===== src/rtl/muldiv_sequencer.sv =====
// Multi-cycle MULT/MULTU/DIV/DIVU engine that owns HI/LO for the 5-stage core.
// One shift-add (multiply) or restoring shift-subtract (divide) step per clock.
module muldiv_sequencer #(
    parameter int WIDTH = 32
) (
    input  logic             clk,
    input  logic             rst_n,
    input  logic             start,
    input  logic [1:0]       op,
    input  logic [WIDTH-1:0] operand_a,
    input  logic [WIDTH-1:0] operand_b,
    input  logic             hilo_read,
    input  logic             mthi,
    input  logic             mtlo,
    input  logic [WIDTH-1:0] mt_data,
    input  logic             flush,
    output logic             busy,
    output logic             stall_req,
    output logic             done,
    output logic [WIDTH-1:0] hi,
    output logic [WIDTH-1:0] lo
);

    localparam int CW = $clog2(WIDTH);
    localparam logic [CW-1:0] LAST = CW'(WIDTH - 1);

    typedef enum logic [1:0] {IDLE, RUN, FINISH} state_t;

    state_t           state_q, state_d;
    logic [CW-1:0]    cnt_q, cnt_d;
    logic             is_div_q, is_div_d;
    logic             sign_a_q, sign_a_d;
    logic             sign_b_q, sign_b_d;
    logic [WIDTH-1:0] acc_hi_q, acc_hi_d;
    logic [WIDTH-1:0] acc_lo_q, acc_lo_d;
    logic [WIDTH-1:0] opnd_q, opnd_d;
    logic [WIDTH-1:0] a_raw_q, a_raw_d;
    logic [WIDTH-1:0] hi_q, hi_d;
    logic [WIDTH-1:0] lo_q, lo_d;
    logic             busy_q, busy_d;
    logic             done_q, done_d;

    logic             signed_op;
    logic [WIDTH-1:0] abs_a, abs_b;
    logic [WIDTH:0]   mul_sum;
    logic [WIDTH:0]   div_shift, div_trial;
    logic [2*WIDTH-1:0] prod, prod_fix;
    logic [WIDTH-1:0] quo_fix, rem_fix;
    logic             neg_res;

    always_comb begin
        signed_op = ~op[0];
        abs_a = (signed_op && operand_a[WIDTH-1]) ? -operand_a : operand_a;
        abs_b = (signed_op && operand_b[WIDTH-1]) ? -operand_b : operand_b;

        mul_sum   = {1'b0, acc_hi_q} + (acc_lo_q[0] ? {1'b0, opnd_q} : {(WIDTH+1){1'b0}});
        // A set borrow bit means the trial subtraction went negative: restore.
        div_shift = {acc_hi_q, acc_lo_q[WIDTH-1]};
        div_trial = div_shift - {1'b0, opnd_q};

        neg_res  = sign_a_q ^ sign_b_q;
        prod     = {acc_hi_q, acc_lo_q};
        prod_fix = neg_res ? -prod : prod;
        quo_fix  = neg_res ? -acc_lo_q : acc_lo_q;
        rem_fix  = sign_a_q ? -acc_hi_q : acc_hi_q;

        state_d  = state_q;
        cnt_d    = cnt_q;
        is_div_d = is_div_q;
        sign_a_d = sign_a_q;
        sign_b_d = sign_b_q;
        acc_hi_d = acc_hi_q;
        acc_lo_d = acc_lo_q;
        opnd_d   = opnd_q;
        a_raw_d  = a_raw_q;
        hi_d     = hi_q;
        lo_d     = lo_q;
        done_d   = 1'b0;

        case (state_q)
            IDLE: begin
                if (!flush) begin
                    if (mthi) hi_d = mt_data;
                    if (mtlo) lo_d = mt_data;
                    if (start) begin
                        state_d  = RUN;
                        cnt_d    = '0;
                        is_div_d = op[1];
                        sign_a_d = signed_op & operand_a[WIDTH-1];
                        sign_b_d = signed_op & operand_b[WIDTH-1];
                        a_raw_d  = operand_a;
                        acc_hi_d = '0;
                        // Divide shifts the dividend out of acc_lo; multiply shifts the multiplier.
                        acc_lo_d = op[1] ? abs_a : abs_b;
                        opnd_d   = op[1] ? abs_b : abs_a;
                    end
                end
            end
            RUN: begin
                if (flush) begin
                    state_d = IDLE;
                end else begin
                    if (is_div_q) begin
                        acc_lo_d = {acc_lo_q[WIDTH-2:0], ~div_trial[WIDTH]};
                        acc_hi_d = div_trial[WIDTH] ? div_shift[WIDTH-1:0] : div_trial[WIDTH-1:0];
                    end else begin
                        acc_hi_d = mul_sum[WIDTH:1];
                        acc_lo_d = {mul_sum[0], acc_lo_q[WIDTH-1:1]};
                    end
                    cnt_d = cnt_q + CW'(1);
                    if (cnt_q == LAST) state_d = FINISH;
                end
            end
            FINISH: begin
                state_d = IDLE;
                if (!flush) begin
                    done_d = 1'b1;
                    if (!is_div_q) begin
                        {hi_d, lo_d} = prod_fix;
                    end else if (opnd_q == '0) begin
                        lo_d = '1;
                        hi_d = a_raw_q;
                    end else begin
                        lo_d = quo_fix;
                        hi_d = rem_fix;
                    end
                end
            end
            default: state_d = IDLE;
        endcase

        busy_d = (state_d != IDLE);
    end

    always_ff @(posedge clk or negedge rst_n) begin
        if (!rst_n) begin
            state_q  <= IDLE;
            cnt_q    <= '0;
            is_div_q <= 1'b0;
            sign_a_q <= 1'b0;
            sign_b_q <= 1'b0;
            acc_hi_q <= '0;
            acc_lo_q <= '0;
            opnd_q   <= '0;
            a_raw_q  <= '0;
            hi_q     <= '0;
            lo_q     <= '0;
            busy_q   <= 1'b0;
            done_q   <= 1'b0;
        end else begin
            state_q  <= state_d;
            cnt_q    <= cnt_d;
            is_div_q <= is_div_d;
            sign_a_q <= sign_a_d;
            sign_b_q <= sign_b_d;
            acc_hi_q <= acc_hi_d;
            acc_lo_q <= acc_lo_d;
            opnd_q   <= opnd_d;
            a_raw_q  <= a_raw_d;
            hi_q     <= hi_d;
            lo_q     <= lo_d;
            busy_q   <= busy_d;
            done_q   <= done_d;
        end
    end

    assign busy      = busy_q;
    assign done      = done_q;
    assign hi        = hi_q;
    assign lo        = lo_q;
    assign stall_req = busy_q & (start | hilo_read | mthi | mtlo);

endmodule


===== config.mk =====
export PLATFORM = sky130hd
export DESIGN_NAME = muldiv_sequencer
export DESIGN_NICKNAME = d
export VERILOG_FILES = /design/src/rtl/muldiv_sequencer.sv
export SDC_FILE = /design/constraint.sdc
export NUM_CORES = 1
export LEC_CHECK = 0
export ABC_AREA = 1
export CAP_MARGIN = 10
export CORE_ASPECT_RATIO = 0.5
export CORE_MARGIN = 1.5
export CORE_UTILIZATION = 40
export DETAILED_ROUTE_END_ITERATION = 12
export PLACE_DENSITY = 0.62
export SLEW_MARGIN = 20
export SYNTH_ARGS = -nofsm -noshare
export SYNTH_HDL_FRONTEND = slang
export SYNTH_SLANG_ARGS = --single-unit

===== constraint.sdc =====
create_clock -name clk -period 3.4 [get_ports clk]
set_clock_uncertainty 0.05 [all_clocks]
set_input_delay 0.85 -clock clk [delete_from_list [all_inputs] [get_ports clk]]
set_output_delay 0.85 -clock clk [all_outputs]
set_load 0.05 [all_outputs]

Word-level counts from Yosys, hierarchy flattened
Index checks and enable logic that the tools add are counted.
Word-level totals
  flip-flop bits (word level): 204
  logic and storage cells: 93
Operators by class
  add/sub/neg operators: 8
  eq/ne operators: 9
  muxes and demuxes: 42
  bitwise logic cells: 10
  reductions and logical operators: 11
Operators by type and width (count)
  32-bit 2-to-1 mux: 26
  32-bit one-hot mux with 2 select lines: 4
  32-bit negator: 4
  64-bit 2-to-1 mux: 1
  64-bit negator: 1
  32-bit by 32-bit adder with 33-bit output: 1
  33-bit by 32-bit subtractor with 33-bit output: 1
  32-bit zero test: 1
  5-bit 2-to-1 mux: 3
  2-bit != test, second input constant: 6
  4-bit AND reduction: 3
  5-bit one-hot mux with 2 select lines: 1
  2-bit 2-to-1 mux: 4
  2-bit nonzero test: 3
  5-bit by 1-bit adder with 5-bit output, second input constant: 1
  5-bit == test, second input constant: 1
  2-bit one-hot mux with 2 select lines: 1
  1-bit AND: 3
  1-bit inverter: 3
  1-bit bitwise OR: 3
  3-bit AND reduction: 1
  2-bit by 1-bit == test with 1-bit output, second input constant: 1
  2-bit == test, second input constant: 1
  1-bit logical AND: 2
  other kinds (3): 4

Longest topological paths before layout
Gate-level depths: netlist of the first run.
  word-level depth: 7
  mapped depth: 22
  gate-level depth less buffers: 20

Worst setup path before layout of the first run
Ideal clock, no wire load.
  path type: register to register
  from: register acc_lo_q[0]
  to: register acc_hi_q[29]
  setup time: 117 ps
  arrival time: 2502 ps
  data required time: 3233 ps
  setup slack: 731 ps
  cell stages (with the launch flop): 20
  path buffers: 2
  period minus slack after synthesis: 2669 ps
  cell sequence: dfrtp_1 > buf_2 > clkbuf_1 > nand2_1 > inv_1 > ha_1 > inv_1 > fa_1 > inv_1 > nand3_1 > nand2_1 > inv_1 > o21ai_0 > nand2_1 > nand2_1 > nand2_1 > nand3_1 > nand3_1 > nand3_1 > nand2_1
Between the ends
  word-level cells in the longest chain between the ends: 5
Ends and longest elaborated chain
  from (decl): RTL line 35  | logic [WIDTH-1:0] acc_lo_q, acc_lo_d;
  from (signal assigned): RTL line 157  | acc_lo_q <= acc_lo_d;
  32-bit 2-to-1 mux: RTL line 56  | mul_sum = {1'b0, acc_hi_q} + (acc_lo_q[0] ? {1'b0, opnd_q} : {(WIDTH+1){1'b0}});
  32-bit by 32-bit adder with 33-bit output: RTL line 56
  32-bit 2-to-1 mux: RTL line 103  | if (is_div_q) begin
  32-bit 2-to-1 mux: RTL line 100  | if (flush) begin
  32-bit one-hot mux with 2 select lines: RTL line 80  | case (state_q)
  to (signal assigned): RTL line 156  | acc_hi_q <= acc_hi_d;
  to (decl): RTL line 34  | logic [WIDTH-1:0] acc_hi_q, acc_hi_d;
No other way between the ends. The select of a mux whose other input is x is not followed.
A chain may end at the register's enable or synchronous reset.

Worst setup path after layout of the first run
  from: register opnd_q[0]
  to: register acc_hi_q[27]
Between the ends
  word-level cells in the longest chain between the ends: 5
Ends and longest elaborated chain
  from (decl): RTL line 36  | logic [WIDTH-1:0] opnd_q, opnd_d;
  from (signal assigned): RTL line 158  | opnd_q <= opnd_d;
  33-bit by 32-bit subtractor with 33-bit output / 32-bit 2-to-1 mux (equally long branches): RTL line 59, 56
  32-bit 2-to-1 mux / 32-bit by 32-bit adder with 33-bit output (equally long branches): RTL line 105, 56
  32-bit 2-to-1 mux *: RTL line 103
  32-bit 2-to-1 mux *: RTL line 100
  32-bit one-hot mux with 2 select lines *: RTL line 80
Every way passes the cells marked *; elsewhere a longest branch is shown, timed or not. The select of a mux whose other input is x is not followed.

==> flow_metrics.tcl, run 1 <==
set metrics [dict create \
    drive_gt1_share_pct 5.964 \
    grt_pass1_wl_um 146300 \
    cp.required_ns 3.80 \
    crit_type "flop to flop" \
    num_io_pins 172 \
    synth_top_area_share_pct 24.92 \
    p_leak_nw 12.29 \
    nets 3898 \
    setup-violations-final 0 \
    dp_cells 4385 \
    crit_slowest_cell "dfrtp_1" \
    cp-end-kind "flop" \
    post-route-drc-count 0 \
    finalCriticalPeriod_ns 3.109 \
    powerDensity_mw_per_mm2 747.4 \
    dp_hpwl_um 81400 \
    yosysUniqueCellTypes 47 \
    synth.avg_cell_area_sq_um 5.796 \
    r2r_setup_slack_ns 0.29 \
    rr_worst_depth 19 \
    ctsHoldBuffers 0 \
    clkSinkCount 204 \
    post-synth-top-count-cell "nand2_1" \
    htree_levels 1 \
    die-area_sq_mm 0.05267 \
    ys_ff_latch 204 \
    arrival_ns 3.51 \
    yosysSeqAreaShare_pct 24.92 \
    path_clk_slew_ns 0.08 \
    grt_pass1_vias 22709 \
    area_delta_synth_final_pct 18.53 \
    row_count 58 \
    grt_max_degree 74 \
    rsz0062_at_grt "false" \
    place_congestion 1.047 \
    ys_top_cells_by_count "nand2_1 (1193), inv_1 (433), nor2_1 (428)" \
    finalHoldViolations 0 \
    synth_ff_type "dfrtp_1" \
    peakVddDrop_uv 837.9 \
    wl_per_cell_um 22.52 \
    num_vias 24517 \
    drt-total-wl_um 99740 \
    die_h_um 163.0 \
    syn_inst 3535 \
    portBuffers 171 \
    core_sq_mm 0.05044 \
    grt_antenna_before_repair 6 \
    yosys_warnings 0 \
    tightest_slew_ns 0.8001 \
    tns_ns 0 \
    syn_nets 3712 \
    finalCritPeriodShare_pct 91.45 \
    antenna_cells 0 \
    nFillCells 5446 \
    clockBufferDepth 3 \
    power_mw 18.15 \
    ant_nets 0 \
    worst_path_most_repeated_cell "nand2_1" \
    netlist_area_sq_mm 0.02049 \
    crit_fanout 4 \
    cts_tree "built" \
    synth_area_leader_cell "dfrtp_1" \
    status "finished clean" \
    start_util_pct 40.62 \
    crit_path_max_incr_delay_ns 0.50 \
    cts_setup_buffers 0 \
    die_w_um 323.1 \
    grt_overflow_total 0 \
    clock_latency_ns 0.58 \
    drt_iter0_drc 3149 \
    synthArstFlopShare_pct 100.0 \
    hold_path_class "input pin to asynchronous set/reset pin" \
    finalMaxSlewViolations 0 \
    relSlewSlack_pct 46.58 \
    track_usage_pct 37.36 \
    crit_chain "nand2_1 -> inv_1 -> ha_1 -> inv_1 -> fa_1 -> inv_1 -> nand3_1 -> nand2_1 -> nand2_1 -> nand3_1 -> nand2_1 -> nand2_1 -> nand2_1 -> nand3_1 -> nand2_1 -> nor2_1 -> nor2_1 -> nand2_1 -> nand2_1" \
    drv_cap 0 \
    synth_edf_count 0 \
    synth_area_leaders "dfrtp_1 (25%), nand2_1 (22%), nand3_1 (8.0%)" \
    numCtsBuffers 24 \
    final_cells 4429 \
    dr.pass1.iters 6 \
    start_kind "flop" \
    fmax_mhz 321.6 \
    clockRootBuffer "clkbuf_16" \
    vias_per_cell 5.536 \
]
-- worst paths after layout --
path	from	end
max in group asynchronous	rst_n	opnd_q[20]
min in group clk	a_raw_q[21]	a_raw_q[21]
max	opnd_q[0]	acc_hi_q[27]
min	rst_n	opnd_q[29]
min reg2reg	a_raw_q[21]	a_raw_q[21]
max reg2reg	opnd_q[0]	acc_hi_q[27]
-- layout make-up --
type / count / area, sq um / share of cell area, %
multi-input combinational: 2765 / 13170 / 54.21
sequential: 204 / 5106 / 21.03
timing repair buffer: 285 / 2645 / 10.89
inverter: 441 / 1655 / 6.816
tap: 690 / 863.3 / 3.555
clock buffer: 31 / 676.9 / 2.787
clock inverter: 13 / 172.7 / 0.7110
-- cells by family after synthesis --
logic type      synth area share, %
simple gates                  41.83
buf+inv                       11.00
compound gates                13.73
flops                         24.92
xor+xnor                      4.061
fa+ha+maj                     4.470
-- critical path, delay by kind of cell (launching register included) --
kind / cells / cell delay (ns)
adder cells (fa/ha/maj): 2 / 0.64
buffers and inverters: 3 / 0.28
AND/OR/NAND/NOR: 14 / 1.52
flip-flops: 1 / 0.50
-- routing by layer --
| layer | wire, um | GRT usage, % | vias to the layer above | part of all wire (%) |
|---|---|---|---|---|
| li1 | - | - | 11650 | - |
| met1 | 45130 | 54.16 | 11483 | 45 |
| met2 | 40090 | 53.90 | 1250 | 40 |
| met3 | 11940 | 10.99 | 130 | 12 |
| met4 | 2545 | 8.707 | 4 | 2.6 |
| met5 | 25 | 0 | - | 0.025 |
-- where the power goes --
| group | switching, mW | internal (mW) | total (mW) |
|---|---|---|---|
| Sequential | 0.632 | 2.95 | 3.58 |
| Combinational | 8.08 | 3.56 | 11.6 |
| Clock | 1.28 | 1.65 | 2.93 |
| Total | 9.99 | 8.16 | 18.2 |
-- stage by stage --
stage          utilization [%]  setup slack [ns]  hold slack (ns)  area, sq um
2_1_floorplan                -            0.7307           0.3979        20490
3_3_place_gp             46.47            0.2253           0.4154        23440
3_5_place_dp             46.47            0.2604           0.4239        23440
4_1_cts                  48.15            0.2912           0.2003        24290
5_1_grt                  48.15          0.009956           0.2145        24290
6_report                 48.15            0.2909           0.1959        24290
-- cells in the final DEF, fill, tap and decap left out, types with 3 or more instances in the layout --
master / instances
o21bai_1: 10
nand2_1: 1193
a21oi_1: 247
o211ai_1: 28
nand3_1: 327
nand2_2: 16
clkbuf_16: 24
nor2_1: 425
a22oi_1: 13
buf_12: 6
inv_1: 433
ha_1: 70
a31oi_1: 6
o21ai_0: 179
o221ai_1: 10
xnor2_1: 24
nor2_2: 15
clkdlybuf4s50_1: 169
o21ai_1: 10
clkbuf_8: 5
o21ai_2: 4
clkinv_2: 3
buf_4: 109
nand4_1: 40
dfrtp_1: 203
inv_6: 5
nor3_1: 24
nand3_2: 4
bufinv_16: 3
inv_2: 6
nand3b_1: 11
and3_1: 3
nor2_4: 6
or2_2: 9
xor2_1: 71
-- state kept, by name, indices dropped and copies added, names as in the netlist --
| name | flops |
|---|---|
| a_raw_q | 32 |
| acc_hi_q | 32 |
| acc_lo_q | 32 |
| busy | 1 |
| cnt_q | 5 |
| done | 1 |
| hi | 32 |
| is_div_q | 1 |
| lo | 32 |
| opnd_q | 32 |
| sign_a_q | 1 |
| sign_b_q | 1 |
| state_q | 2 |
-- what timing repair did --
item,in CTS,in global routing
endpoints found under the setup margin,0,2
endpoints found under the hold margin,0,0
resized for setup,0,1
Note: power is estimated with default switching activity, not from simulation.
==> inputs of run 2 (changes only) <==
--- a/config.mk
+++ b/config.mk
@@ -11,6 +11,7 @@
 export CORE_MARGIN = 1.5
 export CORE_UTILIZATION = 40
 export DETAILED_ROUTE_END_ITERATION = 12
+export MAX_ROUTING_LAYER = met4
 export PLACE_DENSITY = 0.62
 export SLEW_MARGIN = 20
 export SYNTH_ARGS = -nofsm -noshare
==> run 2 against run 1 <==
  * Cell area is 0.10% higher
  * Clock power is 7.8% lower
  * Setup slack worse by 0.015 ns
  * Combinational power hardly changed
  * Sequential share of layout area hardly changed
  * Fmax is 0.49% lower
  * Non-clock buffer count is 13 higher
==> flow_metrics.tcl, run 2 (synthesized netlist as in run 1, its figures left out) <==
set metrics [dict create \
    dp_hpwl_um 83720 \
    crit_type "flop to flop" \
    row_count 58 \
    crit_chain "ha_1 -> fa_1 -> inv_1 -> nand3_1 -> nand2_2 -> nand2_1 -> nand2_2 -> nand2_2 -> nand2_2 -> nand2_4 -> nand3_2 -> nand2_2 -> buf_12 -> nor2_2 -> nand2_1 -> nand3b_1 -> nand2_1" \
    place_ws_ns 0.1671 \
    final_cell_mix "nand2_1 (1193), inv_1 (433), nor2_1 (425)" \
    nets 3910 \
    dr.pass1.iters 6 \
    num_vias 24760 \
    status "finished clean" \
    startpoint "opnd_q[0]" \
    final_cells 4444 \
    finalCriticalPeriod_ns 3.124 \
    cp-end-kind "flop" \
    clockRootBuffer "clkbuf_16" \
    drt_iter0_drc 3460 \
    relSlewSlack_pct 24.51 \
    grt_antenna_before_repair 5 \
    finalMaxSlewViolations 0 \
    drv_cap 0 \
    switching_power_mw 10.07 \
    drive_gt1_share_pct 6.213 \
    cts_setup_buffers 0 \
    num_io_pins 172 \
    powerDensity_mw_per_mm2 744.5 \
    tns_ns 0 \
    power_mw 18.10 \
    portBuffers 171 \
    pwr-share-seq_pct 19.5 \
    crit_path_max_incr_delay_ns 0.48 \
    finalHoldViolations 0 \
    start_kind "flop" \
    setup-violations-final 0 \
    die_w_um 323.1 \
    core_sq_mm 0.05044 \
    p_leak_nw 12.31 \
    dp_cells 4398 \
    htree_levels 1 \
    rr_startpoint "opnd_q[0]" \
    clock_power_share_pct 14.9 \
    final_core_util_pct 48.20 \
    cts_resized 0 \
    finalCritPeriodShare_pct 91.89 \
    grt_overflow_total 0 \
    area_delta_synth_final_pct 18.66 \
    fmax_mhz 320.1 \
    wl_per_cell_um 22.98 \
    clkSinkCount 204 \
    clock_latency_ns 0.58 \
    grt_max_degree 74 \
    rsz0062_at_grt "false" \
    layout.cells.most_common "nand2_1" \
    grt_pass1_vias 22543 \
    finalWorstSetupSlack_ns 0.2757 \
    switching_share_pct 55.64 \
    crit_fanout 17 \
    grt_pass1_wl_um 148700 \
    start_util_pct 40.62 \
    tightest_slew_ns 1.121 \
    ctsHoldBuffers 0 \
    comb_power_share_pct 65.6 \
    vias_per_cell 5.572 \
    cts_tree "built" \
    arrival_ns 3.52 \
    clockBufferDepth 3 \
    place_congestion 1.068 \
    drt-total-wl_um 102100 \
    numCtsBuffers 23 \
    path_clk_slew_ns 0.08 \
    ant_nets 0 \
    worst_path_most_repeated_cell "nand2_2" \
    die_h_um 163.0 \
    hold_path_class "input pin to asynchronous set/reset pin" \
    track_usage_pct 39.33 \
    post-route-drc-count 0 \
    p_int_mw 8.029 \
    peakVddDrop_uv 1186 \
    cp.required_ns 3.80 \
    crit_slowest_cell "dfrtp_1" \
    die-area_sq_mm 0.05267 \
]
-- run 2: area by class of cell --
type                            count  area (sq um)
Fill cell                        5446         26130
Multi-Input combinational cell   2765         13170
Clock inverter                     10         93.84
Tap cell                          690         863.3
Timing Repair Buffer              298          2755
Antenna cell                        4         10.01
Sequential cell                   204          5107
Clock buffer                       32         659.4
Inverter                          441          1655
-- run 2: path summary, 6_finish.rpt --
| kind | endpoint | slack [ns] | cells past startpoint |
|---|---|---|---|
| max | acc_hi_q[9] | 0.28 | 17 |
| min | acc_hi_q[29] | 0.12 | 1 |
| max reg2reg | acc_hi_q[9] | 0.28 | 17 |
| min reg2reg | a_raw_q[19] | 0.44 | 2 |
| max in group asynchronous | done | 2.37 | 2 |
| min in group clk | a_raw_q[19] | 0.44 | 2 |
-- run 2: critical path, delay by kind of cell (launching register included) --
| kind | cells | cell delay [ns] |
|---|---|---|
| AND/OR/NAND/NOR | 13 | 1.45 |
| adder cells (fa/ha/maj) | 2 | 0.66 |
| flip-flops | 1 | 0.48 |
| buffers and inverters | 2 | 0.35 |
-- run 2: per-stage QoR --
step | hold slack, ns | cell area [sq um]
6_report | 0.1189 | 24310
5_1_grt | 0.1450 | 24310
4_1_cts | 0.1373 | 24300
3_5_place_dp | 0.4216 | 23550
3_3_place_gp | 0.4180 | 23550
2_1_floorplan | 0.3979 | 20490
-- run 2: power by group through the flow --
stage,logic [mW],clock network [mW],registers [mW]
after CTS,11.6,2.70,3.51
after global placement,11.5,0,3.55
after detailed placement,11.5,0,3.55
after floorplan,6.91,0,3.90
final,11.9,2.70,3.53
after global routing,12.9,2.81,3.56
-- run 2: layer usage --
layer	share of wire [%]	global-route usage, %	routed length [um]
met3	11	8.518	11380
met4	1.8	6.509	1861
met2	41	56.29	41890
met5	0	-	0
met1	46	56.94	46980
